$ cat src/rtl/adc_avg_pkg.sv
// adc_avg_pkg: shared constants, register map and types for the ADC averaging core
package adc_avg_pkg;
    localparam int N_CH     = 4;
    localparam int SMP_W    = 12;
    localparam int MAX_LOG2 = 8;
    localparam int ACC_W    = SMP_W + MAX_LOG2;
    localparam int CNT_W    = MAX_LOG2 + 1;
    localparam int K_W      = 4;
    localparam int DATA_W   = 16;
    localparam logic [4:0] REG_CTRL      = 5'd0;
    localparam logic [4:0] REG_STATUS    = 5'd1;
    localparam logic [4:0] REG_CLEAR     = 5'd2;
    localparam logic [4:0] REG_DATA_BASE = 5'd4;
    typedef logic [1:0] chan_idx_t;
    function automatic logic [K_W-1:0] clamp_k(input logic [K_W-1:0] k);
        return (k > K_W'(MAX_LOG2)) ? K_W'(MAX_LOG2) : k;
    endfunction
endpackage

$ cat src/rtl/adc_avg_chan.sv
// adc_avg_chan: one channel's accumulator, sample counter and latched average
module adc_avg_chan
    import adc_avg_pkg::*;
(
    input  logic              clk,
    input  logic              reset_n,
    input  logic              accept,
    input  logic              clear,
    input  logic              restart,
    input  logic [SMP_W-1:0]  smp_data,
    input  logic [K_W-1:0]    k,
    output logic [DATA_W-1:0] data,
    output logic              done
);
    logic [ACC_W-1:0]  acc_q, acc_d, sum;
    logic [CNT_W-1:0]  cnt_q, cnt_d;
    logic [DATA_W-1:0] data_q, data_d;
    logic              complete, flush;

    always_comb begin
        sum      = acc_q + ACC_W'(smp_data);
        complete = accept && ((cnt_q + CNT_W'(1)) == (CNT_W'(1) << k));
        flush    = clear || restart;
        // a clear or restart in the completing cycle discards the window
        done     = complete && !flush;
        acc_d    = (flush || complete) ? '0 : accept ? sum : acc_q;
        cnt_d    = (flush || complete) ? '0 : accept ? cnt_q + CNT_W'(1) : cnt_q;
        data_d   = done ? DATA_W'(sum >> k) : data_q;
    end

    always_ff @(posedge clk or negedge reset_n) begin
        if (!reset_n) begin
            acc_q  <= '0;
            cnt_q  <= '0;
            data_q <= '0;
        end else begin
            acc_q  <= acc_d;
            cnt_q  <= cnt_d;
            data_q <= data_d;
        end
    end

    assign data = data_q;
endmodule

$ cat src/rtl/adc_avg_core.sv
// adc_avg_core: MMIO slot core averaging 2^K ADC samples per channel with ready/overrun flags
module adc_avg_core
    import adc_avg_pkg::*;
(
    input  logic             clk,
    input  logic             reset_n,
    input  logic             cs,
    input  logic             read,
    input  logic             write,
    input  logic [4:0]       addr,
    input  logic [31:0]      wr_data,
    output logic [31:0]      rd_data,
    input  logic             smp_valid,
    input  logic [1:0]       smp_ch,
    input  logic [SMP_W-1:0] smp_data
);
    logic              en_q, en_d, wr, rd, ctrl_wr, restart;
    logic [K_W-1:0]    k_q, k_d, k_wr;
    logic [N_CH-1:0]   ready_q, ready_d, ovr_q, ovr_d, clr, rd_hit, acc_en, done;
    logic [DATA_W-1:0] data [N_CH];

    always_comb begin
        wr      = cs && write;
        rd      = cs && read;
        ctrl_wr = wr && (addr == REG_CTRL);
        k_wr    = clamp_k(wr_data[11:8]);
        en_d    = ctrl_wr ? wr_data[0] : en_q;
        k_d     = ctrl_wr ? k_wr : k_q;
        restart = !en_q || (ctrl_wr && (k_wr != k_q));
        clr     = (wr && (addr == REG_CLEAR)) ? wr_data[N_CH-1:0] : '0;
        for (int c = 0; c < N_CH; c++) begin
            rd_hit[c] = rd && (addr == REG_DATA_BASE + 5'(c));
            acc_en[c] = en_q && smp_valid && (smp_ch == chan_idx_t'(c));
        end
        // a DATA read coinciding with completion leaves ready set and suppresses overrun
        ready_d = ~clr & (done | (ready_q & ~rd_hit));
        ovr_d   = ~clr & (ovr_q | (done & ready_q & ~rd_hit));
        rd_data = (addr == REG_CTRL) ? {20'b0, k_q, 7'b0, en_q} :
                  (addr == REG_STATUS) ? {24'b0, ovr_q, ready_q} :
                  ((addr & ~5'd3) == REG_DATA_BASE) ? {16'b0, data[addr[1:0]]} : '0;
    end

    always_ff @(posedge clk or negedge reset_n) begin
        if (!reset_n) begin
            en_q    <= 1'b0;
            k_q     <= '0;
            ready_q <= '0;
            ovr_q   <= '0;
        end else begin
            en_q    <= en_d;
            k_q     <= k_d;
            ready_q <= ready_d;
            ovr_q   <= ovr_d;
        end
    end

    for (genvar i = 0; i < N_CH; i++) begin : g_ch
        adc_avg_chan u_chan (
            .clk      (clk),
            .reset_n  (reset_n),
            .accept   (acc_en[i]),
            .clear    (clr[i]),
            .restart  (restart),
            .smp_data (smp_data),
            .k        (k_q),
            .data     (data[i]),
            .done     (done[i])
        );
    end
endmodule

$ cat config.mk
export PLATFORM = sky130hd
export DESIGN_NAME = adc_avg_core
export DESIGN_NICKNAME = d
export VERILOG_FILES = /design/src/rtl/adc_avg_pkg.sv /design/src/rtl/adc_avg_chan.sv /design/src/rtl/adc_avg_core.sv
export SDC_FILE = /design/constraint.sdc
export NUM_CORES = 1
export LEC_CHECK = 0
export ABC_AREA = 1
export CAP_MARGIN = 15
export CORE_MARGIN = 5
export CORE_UTILIZATION = 50
export DETAILED_ROUTE_END_ITERATION = 10
export HOLD_SLACK_MARGIN = 0.05
export PLACE_DENSITY = 0.69
export SLEW_MARGIN = 10
export SYNTH_ARGS = -nofsm -noshare
export SYNTH_HDL_FRONTEND = slang
export SYNTH_SLANG_ARGS = --single-unit
$ cat constraint.sdc
create_clock -name clk -period 3.36 [get_ports clk]
set_input_delay 0.504 -clock clk [delete_from_list [all_inputs] [get_ports clk]]
set_output_delay 0.504 -clock clk [all_outputs]
set_load 0.05 [all_outputs]
==> flow_metrics.py <==
metrics = {
    "route": {
        "viasPerCell": 5.77,
        "drcViolationCount": 2,
        "m1WireLength_um": 25800,
        "met2_length_um": 26500,
        "dr.pass1.iters": 9,
        "wire_per_inst_um": 18.6,
        "via_count": 18500,
        "met3_length_um": 4990,
        "drt_iter0_drc": 1909,
        "ant_nets": 0,
        "routed_wl_um": 59700,
        "top_layer": "met4",
    },
    "layout": {
        "multi_input_area_um2": 10400,
        "drive_gt1_share_pct": 8.53,
        "final_common_cell": "nand2_1",
        "mostFrequentLayoutCells": "nand2_1 (788), nand3_1 (512), inv_1 (275)",
        "seq_area_um2": 4830,
        "nNetsFinal": 2856,
        "fin_util_pct": 56.9,
        "area_growth_pct": 12.9,
        "fillerInstances": 3344,
    },
    "die": {
        "rows": 67,
        "die_y_um": 193,
        "core_area_um2": 33400,
        "io_pins": 89,
        "die-width_um": 193,
        "start_util_pct": 50.4,
        "fp.dieArea_um2": 37400,
    },
    "critical_path": {
        "crit_type": "reg2reg",
        "critPathMaxFanout": 11,
        "critPathRequiredTime_ns": 3.77,
        "cpPeakStageDelay_ns": 0.55,
        "arrival_ns": 3.59,
        "critPathCaptureType": "register",
        "cp-start-kind": "register",
        "cpMaxStageDelayCell": "dfrtp_1",
        "cp_cell_sequence": "inv_1, nor2_4, inv_2, nor2_4, inv_2, nand2_1, nand2_1, nor2_1, nand4_1, nor2_2, inv_1, nor2_1, nand2_1, nand3_1",
        "cp_common_cell": "nand2_1",
    },
    "synth": {
        "synthTopCellsByArea": "dfrtp_1 (29%), nand2_1 (18%), nand3_1 (15%)",
        "synthFlopType": "dfrtp_1",
        "syn-instance-count": 2670,
        "synth_edf_count": 0,
        "synthArstFlopShare_pct": 100,
        "yosysSeqAreaShare_pct": 28.7,
        "synthDistinctLibCells": 48,
        "yosysTopAreaCell": "dfrtp_1",
        "synth_warnings": 0,
        "ys_ff_latch": 193,
        "syn_area_per_cell_um2": 6.29,
        "syn_area_um2": 16800,
        "synth_top_area_share_pct": 28.7,
    },
    "timing": {
        "setup_viol": 0,
        "hold_viol": 0,
        "setup-tns-final_ns": 0,
        "tightest_slew_ns": 0.706,
        "rsz0062_at_grt": "false",
        "clock_skew_ns": 0.0262,
        "drv_slew": 0,
        "relSlewSlack_pct": 52.9,
        "timing.final.crit_share_pct": 94.7,
        "holdWs_ns": 0.0357,
        "max_freq_mhz": 314,
        "finalCriticalPeriod_ns": 3.18,
        "timing.final.ws_setup_ns": 0.179,
    },
    "pwr": {
        "cellPowerDensity_nw_per_um2": 676,
        "p_sw_w": 0.00639,
        "swShare_pct": 49.9,
        "pwr-share-comb_pct": 56.4,
        "p_int_w": 0.00642,
        "peakVddDrop_v": 0.000476,
        "power_frac_seq_pct": 26.7,
        "p_clk_share_pct": 16.9,
        "power_leakage_nw": 9.61,
    },
    "cts": {
        "clockRootBuffer": "clkbuf_16",
        "cts_tree": "done",
        "numClockSinks": 193,
        "htree_levels": 4,
        "clkTransAtPathRegs_ns": 0.09,
        "clockBufferDepth": 2,
        "cts_hold_buf": 0,
        "cts_resized": 0,
        "insertion_delay_ns": 0.48,
        "cts_setup_buffers": 0,
        "cts_buffers": 17,
    },
    "global_routing": {
        "grt_pass1_wl_um": 96000,
        "antenna_found_initial": 0,
        "grt_usage_pct": 31.7,
        "grt.overflow.total": 0,
        "grt_pass1_vias": 17400,
        "grt_max_degree": 73,
    },
    "placed_design": {
        "dp_hpwl_um": 46800,
        "io_buffer_count": 48,
        "dp_slack_ns": -0.0824,
        "place_congestion": 0.994,
    },
    "min_path": {
        "hp-class": "in2async",
    },
    "run_status": {
        "status": "finished, violations left",
        "violations": "design-rule violations",
    },
    "job": {
        "drv_cap": 0,
    },
}
[sequential cells by signal, indices dropped and copies added (netlist names)]
signal,count
en_q,1
g_ch.u_chan.acc_q,80
g_ch.u_chan.cnt_q,36
g_ch.u_chan.data,64
k_q,4
ovr_q,4
ready_q,4
[path summary, 6_finish.rpt]
kind / start / to / slack [ns] / depth (start not counted)
worst max-delay path: k_q[3] / g_ch[0].u_chan.data[9] / 0.18 / 14
worst min-delay path: reset_n / g_ch[3].u_chan.cnt_q[5] / 0.04 / 1
worst max register to register: k_q[3] / g_ch[0].u_chan.data[9] / 0.18 / 14
worst min register to register: g_ch[1].u_chan.data[12] / g_ch[1].u_chan.data[12] / 0.49 / 2
max in group asynchronous: reset_n / g_ch[3].u_chan.acc_q[13] / 2.42 / 2
min in group clk: g_ch[1].u_chan.data[12] / g_ch[1].u_chan.data[12] / 0.49 / 2
[per-layer routing]
layer / vias up / track usage (%)
li1: 8955 / -
met1: 8613 / 43.7
met2: 802 / 49.2
met3: 118 / 6.58
met4: 0 / 12.3
met5: - / 0
[cell usage after synthesis (4+ instances only)]
master,count
nand3_1,512
inv_1,275
clkbuf_1,45
o311ai_0,4
nor2_2,8
o211ai_1,5
xor2_1,31
o21ai_1,4
inv_2,17
buf_4,24
nor3_2,4
fa_1,4
a211oi_1,35
a21o_1,4
nand4_1,64
a21oi_2,10
ha_1,52
o21ai_0,68
nand2_1,788
xnor2_1,13
a21oi_1,97
o22ai_1,9
buf_1,25
a22oi_1,25
buf_2,14
o21ai_2,10
nor2_4,10
nand2_2,8
nor2_1,241
dfrtp_1,193
a311oi_1,9
and2_1,9
nor3_1,23
nand3b_1,4
[cell families after synthesis]
group | count (synthesis) | share of synthesized area, %
adders and majority gates | 56 | 4.35
buffers and inverters | 408 | 9.93
other | 1 | 0.0223
xor gates and xnor gates | 44 | 2.29
and+or+nand+nor | 1685 | 44.3
DFF | 193 | 28.7
AOI/OAI and AO/OA | 283 | 10.4
[critical path: cells and delay by family (launching register included)]
family	cells	cell delay, ns
flops	1	0.55
buf+inv	4	0.80
simple gates	10	1.73
[per-stage QoR]
step / power [W] / instance area, um^2 / cells
floorplan: 0.00833 / 16900 / 2685
global placement: 0.0104 / 18300 / 3172
detailed placement: 0.0105 / 18300 / 3172
CTS: 0.0127 / 19000 / 3204
global route: 0.0139 / 19000 / 3204
finish: 0.0128 / 19000 / 3206
[layout make-up]
type                            instances  area share, %
Multi-Input combinational cell       2084           54.7
Antenna cell                            2         0.0264
Inverter                              297           5.92
Sequential cell                       193           25.5
Clock buffer                           18           2.32
Clock inverter                         14          0.930
Tap cell                              448           2.95
Timing Repair Buffer                  150           7.70
[power by group through the flow]
stage / clock [W] / combinational [W] / sequential [W]
detailed placement: 0 / 0.00705 / 0.00345
global route: 0.00231 / 0.00810 / 0.00351
floorplan: 0 / 0.00507 / 0.00327
CTS: 0.00221 / 0.00710 / 0.00341
global placement: 0 / 0.00697 / 0.00343
finish: 0.00217 / 0.00722 / 0.00343
No activity file was read; power rests on OpenSTA's default activity.
